<file path="config.mk">
export PLATFORM = sky130hd
export DESIGN_NAME = tl_ul_a_queue
export DESIGN_NICKNAME = d
export VERILOG_FILES = /design/src/rtl/tl_ul_a_queue.sv
export SDC_FILE = /design/constraint.sdc
export NUM_CORES = 1
export LEC_CHECK = 0
export CORE_ASPECT_RATIO = 1.1
export CORE_MARGIN = 3
export CORE_UTILIZATION = 40
export CTS_CLUSTER_DIAMETER = 80
export DETAILED_ROUTE_END_ITERATION = 7
export PLACE_DENSITY = 0.67
export RECOVER_POWER = 50
export SLEW_MARGIN = 20
export SYNTH_ARGS = -nofsm -noshare
export SYNTH_HDL_FRONTEND = slang
export SYNTH_SLANG_ARGS = --single-unit
</file>
<file path="constraint.sdc">
create_clock -name clock -period 5.5 [get_ports clock]
set_input_delay 0.55 -clock clock [delete_from_list [all_inputs] [get_ports clock]]
set_output_delay 0.55 -clock clock [all_outputs]
set_load 0.03 [all_outputs]
</file>
<file path="src/rtl/tl_ul_a_queue.sv">
// TileLink-UL A-channel queue: circular buffer with optional empty bypass, plus
// per-source inflight tracking and protocol error flags.
module tl_ul_a_queue #(
   parameter int unsigned DEPTH = 2,
   parameter bit          FLOW  = 1'b0
) (
   input  logic                   clock,
   input  logic                   reset_n,

   input  logic                   in_a_valid,
   output logic                   in_a_ready,
   input  logic [2:0]             in_a_opcode,
   input  logic [2:0]             in_a_param,
   input  logic [1:0]             in_a_size,
   input  logic [1:0]             in_a_source,
   input  logic [29:0]            in_a_address,
   input  logic [3:0]             in_a_mask,
   input  logic [31:0]            in_a_data,

   output logic                   out_a_valid,
   input  logic                   out_a_ready,
   output logic [2:0]             out_a_opcode,
   output logic [2:0]             out_a_param,
   output logic [1:0]             out_a_size,
   output logic [1:0]             out_a_source,
   output logic [29:0]            out_a_address,
   output logic [3:0]             out_a_mask,
   output logic [31:0]            out_a_data,

   input  logic                   d_fire,
   input  logic [1:0]             d_source,
   output logic [3:0]             inflight,
   output logic [$clog2(DEPTH):0] count,
   output logic                   err_dup_source,
   output logic                   err_orphan_d
);

   localparam int unsigned AW = $clog2(DEPTH);
   localparam int unsigned CW = AW + 1;
   localparam int unsigned PW = 76;
   localparam logic [CW-1:0] FullCount = CW'(DEPTH);

   logic [PW-1:0] mem_q [DEPTH];
   logic [AW-1:0] wptr_q, wptr_d, rptr_q, rptr_d;
   logic [CW-1:0] count_q, count_d;
   logic [3:0]    inflight_q, inflight_d;
   logic          dup_q, dup_d, orphan_q, orphan_d;

   logic [PW-1:0] in_beat, head_beat, out_beat;
   logic          empty, in_fire, out_fire, push, pop;
   logic [3:0]    set_mask, clr_mask;

   assign in_beat   = {in_a_opcode, in_a_param, in_a_size, in_a_source,
                       in_a_address, in_a_mask, in_a_data};
   assign head_beat = mem_q[rptr_q];
   assign empty     = (count_q == '0);

   always_comb begin
      in_a_ready  = (count_q != FullCount) | out_a_ready;
      out_a_valid = !empty | (FLOW & in_a_valid);
      out_beat    = (FLOW && empty) ? in_beat : head_beat;
   end

   assign {out_a_opcode, out_a_param, out_a_size, out_a_source,
           out_a_address, out_a_mask, out_a_data} = out_beat;

   assign in_fire  = in_a_valid & in_a_ready;
   assign out_fire = out_a_valid & out_a_ready;
   // An out fire while empty can only be the bypass path: nothing is stored or popped.
   assign push     = in_fire & ~(empty & out_fire);
   assign pop      = out_fire & ~empty;

   always_comb begin
      wptr_d  = wptr_q;
      rptr_d  = rptr_q;
      count_d = count_q;
      if (push) wptr_d = wptr_q + AW'(1);
      if (pop)  rptr_d = rptr_q + AW'(1);
      case ({push, pop})
         2'b10:   count_d = count_q + CW'(1);
         2'b01:   count_d = count_q - CW'(1);
         default: count_d = count_q;
      endcase
   end

   always_comb begin
      set_mask   = out_fire ? (4'b0001 << out_a_source) : 4'b0000;
      clr_mask   = d_fire ? (4'b0001 << d_source) : 4'b0000;
      // Set is applied after clear so a new request wins over a same-cycle response.
      inflight_d = (inflight_q & ~clr_mask) | set_mask;
      dup_d      = out_fire & inflight_q[out_a_source];
      orphan_d   = d_fire & ~inflight_q[d_source];
   end

   always_ff @(posedge clock or negedge reset_n) begin
      if (!reset_n) begin
         wptr_q     <= '0;
         rptr_q     <= '0;
         count_q    <= '0;
         inflight_q <= '0;
         dup_q      <= 1'b0;
         orphan_q   <= 1'b0;
      end else begin
         wptr_q     <= wptr_d;
         rptr_q     <= rptr_d;
         count_q    <= count_d;
         inflight_q <= inflight_d;
         dup_q      <= dup_d;
         orphan_q   <= orphan_d;
      end
   end

   // Payload storage is deliberately left without reset.
   always_ff @(posedge clock) begin
      if (push) mem_q[wptr_q] <= in_beat;
   end

   assign count          = count_q;
   assign inflight       = inflight_q;
   assign err_dup_source = dup_q;
   assign err_orphan_d   = orphan_q;

endmodule

</file>
# After elaboration in Yosys (flattened, before gate mapping)
# Memory sizes are Yosys's and may differ from the RTL's.
# Cells that the tools add are included.
# classes
n_addsub,4
n_lt_le_gt_ge,2
n_eq_ne,3
shift,2
mux,9
bitwise_logic,14
reduce_logical,3
# op_table
cell,count
$mux 4,2
$shl 1x2->4 const A,2
$and 1x1->1,7
$lt 2x3->1 const B,2
$and 4x4->4,1
$bmux 1 s2,2
$mux 1,4
$not 4->4,1
$or 4x4->4,1
$pmux 2 s2,1
$not 1->1,3
$add 1x1->1 const B,2
$add 2x1->2 const B,1
$eq 2x1->1 const B,1
$eq 2x2->1 const B,1
$logic_not 2->1,1
$ne 2x2->1 const B,1
$reduce_bool 2->1,1
$sub 2x1->2 const B,1
$logic_not 1->1,1
$or 1x1->1,1
# word_totals
register_bits,10
ramBits,152
in_bits,83
wordCells,44
mem_count,1
# memory_table
name,depth,word_bits,read_ports,rd_clocked_by_memory_dff,write_ports,line,text
mem_q,2,76,1,0,1,43,logic [PW-1:0] mem_q [DEPTH];

# Logic depth before layout (Yosys ltp)
# depth
depth_word,8
mapped_depth,6
depth_no_buf,6

# Least setup slack after synthesis
# Ideal clock, no wire load.
# synth_timing
path_kind,flip-flop to flip-flop
startpoint,"register count_q[0], in the netlist count[0]"
endpoint,memory mem_q[0][0] (enable)
arrival_ns,4.201
setup_slack_ns,0.788
path_stages_with_launch,4
path_cell_list,dfrtp_1 or3b_2 nand2_1 nor2_1
# synth_between
word_cells_on_any_way,11
cone_classes,eq/ne: 1; mux: 2; bitwise: 6; reduce/logical: 2
# synth_lines
item,line,text
start: declaration,45,"logic [CW-1:0] count_q, count_d;"
start signal: assignment,106,count_q <= count_d;
$ne 2x2->1,59,in_a_ready = (count_q != FullCount) | out_a_ready;
$or 1x1->1,59,
net in_a_ready,11,"output logic in_a_ready,"
$and 1x1->1,67,assign in_fire = in_a_valid & in_a_ready;
$and 1x1->1,70,assign push = in_fire & ~(empty & out_fire);
$mux 1,115,if (push) mem_q[wptr_q] <= in_beat;
$mux 1 (implied by the code),115,
end: declaration,43,
# The timed path passes the listed nets, and every way through them passes these cells.

# Worst setup path after layout
# layout_timing
startpoint,register rptr_q
endpoint,output port out_a_source[1]
# layout_between
elab_chain_len,1
# layout_rtl
item,line,text
start: declaration,44,"logic [AW-1:0] wptr_q, wptr_d, rptr_q, rptr_d;"
start signal: assignment,105,rptr_q <= rptr_d;
$mem_v2 2x76,--,
end: declaration,25,"output logic [1:0] out_a_source,"
# No other way between the ends.

==> qor.csv <==
stage;metric;value;unit
floorplanning;CORE AREA;0.0145;mm^2
sta;number of endpoints failing setup at the final stage;0;
worst_setup_path;Worst path top cell family by delay;flip-flops;
sta;Hold Fails Final Rpt;0;
global_routing;grt peak-use layer;met2;
detailed_routing;detail-routed net length per standard cell;16.9;um
final_layout;filler-free cell count of the finished design;666;
worst_setup_path;worst-path fanout max;77;
worst_setup_path;sort of element at the start of the critical path;register;
placed_design;count of buffers inserted at the top-level ports;168;
placed_design;DP Cell Count;631;
yosys;share of synthesized area occupied by flip-flops and latches;80.9;%
job;Max-cap violations;1;
worst_setup_path;required arrival time at the worst endpoint;4.95;ns
final_layout;synth-to-layout area growth;43.7;%
clock_network;clock sink total;162;
final_layout;area used by multi-input combinational logic;0.00108;mm^2
global_routing;met1 demand-to-capacity share in global routing;17.2;%
power_and_ir_drop;cell leakage power;0.00296;uW
placed_design;Final Wtd Congestion;0.704;
worst_setup_path;peak per-stage delay on the critical path;1.13;ns
clock_network;cts hold-fix bufs;0;
worst_setup_path;buffer and inverter count on the worst path;2;
worst_setup_path;capture instance of the worst register-to-register path;mem_q[1][13];
global_routing;antenna violations before repair;2;
detailed_routing;Antenna Nets Post-Route;0;
sta;FMAX;0.313;GHz
worst_hold_path;worst min-delay path class;in2async;
detailed_routing;DRC marker count from the first detailed-route iteration;162;
global_routing;GRT Overall Usage;14.3;%
clock_network;clock tree from TritonCTS;built;
power_and_ir_drop;power density normalized to cell area;583;mW/mm^2
global_routing;largest net degree at the start of global routing;78;
placed_design;placed wire-length estimate after detailed placement;7.14;mm
yosys;number of synthesized register bits;162;
power_and_ir_drop;post-layout power;4990;uW
floorplanning;die boundary height;134;um
clock_network;Bufs on Longest Clock Path;2;
floorplanning;count of pins on the block boundary;169;
global_routing;wire length of the first global-routing pass;17.7;mm
outcome;failing checks;max-capacitance violations, max-slew violations;
worst_setup_path;slowest library cell on the worst path;dfrtp_4;
sta;sum of negative setup slack;0;ns
yosys;Avg Inst Size Synth;21.3;um^2
worst_setup_path;worst r2r path cells;3;
final_layout;fillers;1136;
yosys;synthesized instance count;279;
floorplanning;number of rows created at floorplan;46;
clock_network;Clock H-tree levels;4;
floorplanning;die area;0.0164;mm^2
global_routing;vias in the first global route;3375;
detailed_routing;wire length reported by the detailed router;11.3;mm
sta;final period demand of the worst path;3.19;ns
final_layout;register area;0.00482;mm^2
sta;RSZ-0062 raised after global routing;no;
global_routing;grt met2 use;23.4;%
yosys;yosys synthesis warning count;0;
detailed_routing;total via count after detailed routing;3126;
final_layout;post-layout net count;543;
global_routing;leftover overflow at the end of global routing;0;
sta;Tightest Pin Transition;1.81;ns
detailed_routing;via density per instance;4.69;
floorplanning;overall die width;122;um
worst_setup_path;path type of the worst setup path;reg2out;
global_routing;met3 layer usage reported by global route;5.40;%
worst_setup_path;Setup crit end kind;output pin;
sta;smallest setup slack after layout;2.31;ns
worst_setup_path;origin of the critical flop-to-flop path;count[1];
power_and_ir_drop;largest vdd supply drop;0.286;mV
sta;hold_ws;0.513;ns
worst_setup_path;Critical Path, Cell by Cell;mux2i_1 > inv_1 > clkdlybuf4s50_1;
outcome;result of the run;finished with violations;
clock_network;buffers inserted by post-CTS timing repair;0;
sta;post-route fraction of the period consumed by the critical path;58.1;%
clock_network;post-cts repair resize count;0;
sta;clock skew after layout;0.00487;ns
detailed_routing;number of remaining DRC errors;0;
sta;relative max-transition margin;-20.9;%
worst_setup_path;signal arrival time at the worst endpoint;2.64;ns
placed_design;worst setup timing slack at the placement stage;2.71;ns
yosys;number of distinct library cells after synthesis;26;
yosys;syn_nets;363;
worst_setup_path;R2R Setup Slk;2.79;ns
final_layout;fraction of layout instances using a drive strength above 1;23.9;%
clock_network;number of buffers inserted during clock tree synthesis;17;
floorplanning;starting utilization of the core area;41.0;%
clock_network;clk slew on worst S/H paths;0.06;ns
clock_network;cell at the root of the clock tree;clkbuf_16;
sta;final max-slew violation count;38;
detailed_routing;iteration count of the initial detailed-routing pass;4;
yosys;netlist area before placement;0.00595;mm^2
clock_network;later-pin clock latency in the skew report;0.41;ns
==> cells in the final DEF (no fill, tap or decap), types with 2 or more instances in the layout <==
cell and instances:
edfxtp_1 152, clkdlybuf4s50_1 88, dlygate4sd3_1 80, mux2_2 74, clkbuf_16 17, dfrtp_1 9, bufinv_16 7, o21ai_0 5
xnor2_1 4, nand2_1 3, clkinv_1 3, diode_2 2, inv_1 2, nor2_1 2, a22o_1 2, mux4_2 2
inv_6 2
==> cell usage after synthesis <==
master | count | share of area [%]
a22o_1 | 2 | 0.29
and2_1 | 1 | 0.11
and3_1 | 1 | 0.11
buf_2 | 6 | 0.50
buf_6 | 1 | 0.19
clkbuf_1 | 2 | 0.13
dfrtp_1 | 10 | 4.2
edfxtp_1 | 152 | 77
ha_1 | 1 | 0.21
inv_1 | 2 | 0.13
inv_2 | 1 | 0.063
mux2_2 | 74 | 14
mux2i_1 | 1 | 0.17
mux2i_2 | 1 | 0.23
mux4_2 | 2 | 0.76
nand2_1 | 3 | 0.19
nand2b_1 | 1 | 0.11
nand3_1 | 1 | 0.084
nand3b_1 | 1 | 0.13
nor2_1 | 3 | 0.19
nor2b_1 | 1 | 0.11
o21ai_0 | 5 | 0.42
or2_2 | 1 | 0.11
or3b_2 | 1 | 0.15
xnor2_1 | 4 | 0.59
xor2_1 | 1 | 0.15
==> layer usage <==
| metal | vias up | part of all wire [%] |
|---|---|---|
| met4 | 0 | 1.6 |
| met1 | 1527 | 41 |
| li1 | 1467 | - |
| met2 | 118 | 50 |
| met3 | 14 | 7.7 |
| met5 | - | 0 |
==> flip-flops by register name, indices dropped and copies added (netlist names) <==
name,cells
mem_q,152
inflight,4
count,2
err_dup_source,1
err_orphan_d,1
rptr_q,1
wptr_q,1
==> final cells by class <==
type | count | area share [%]
antenna | 2 | 0.0585
clock buffer | 17 | 4.97
clock inverter | 15 | 3.04
inverter | 3 | 0.132
multi-input combinational | 105 | 12.7
sequential | 162 | 56.3
tap | 192 | 2.81
timing repair buffer | 170 | 20.0
==> power by group <==
group	leakage [uW]	internal, uW	switching (uW)
clock	0.000330	895	454
combinational	0.00109	816	952
sequential	0.00154	1680	193
==> how the worst max path moves through the flow <==
stage               slack [ns]  depth (start not counted)      from               to
finish                    2.31                          3    rptr_q  out_a_source[1]
CTS                       2.23                          3    rptr_q  out_a_source[1]
global route              2.11                          3    rptr_q  out_a_source[1]
global placement          2.72                          3    rptr_q  out_a_source[1]
detailed placement        2.71                          3    rptr_q  out_a_source[0]
floorplan                 0.79                          3  count[0]      mem_q[0][0]
==> worst reg2reg max path, cell delays in order (launching register included) <==
cell and delay [ns]:
dfrtp_1 0.41, or3b_2 0.23, and3_1 1.38, buf_12 0.34
==> through the flow <==
step / cell area (um^2) / util (%)
2_1_floorplan: 5950 / -
3_3_place_gp: 7850 / 54.1
3_5_place_dp: 7850 / 54.1
4_1_cts: 8530 / 58.8
5_1_grt: 8550 / 59.0
6_report: 8550 / 59.0
==> cell families (layout without fill, tap and decap cells) <==
family / Yosys count / count (layout) / share of synthesized area (%)
multiplexers: 78 / 78 / 15.2
other: 0 / 2 / 0
adder cells (fa/ha/maj): 1 / 1 / 0.210
buffers and inverters: 12 / 205 / 1.01
XOR/XNOR: 5 / 5 / 0.736
flip-flops: 162 / 162 / 80.9
AO/OA/AOI/OAI: 7 / 7 / 0.715
AND/OR/NAND/NOR: 14 / 14 / 1.26
(Power assumes the default switching activity.)
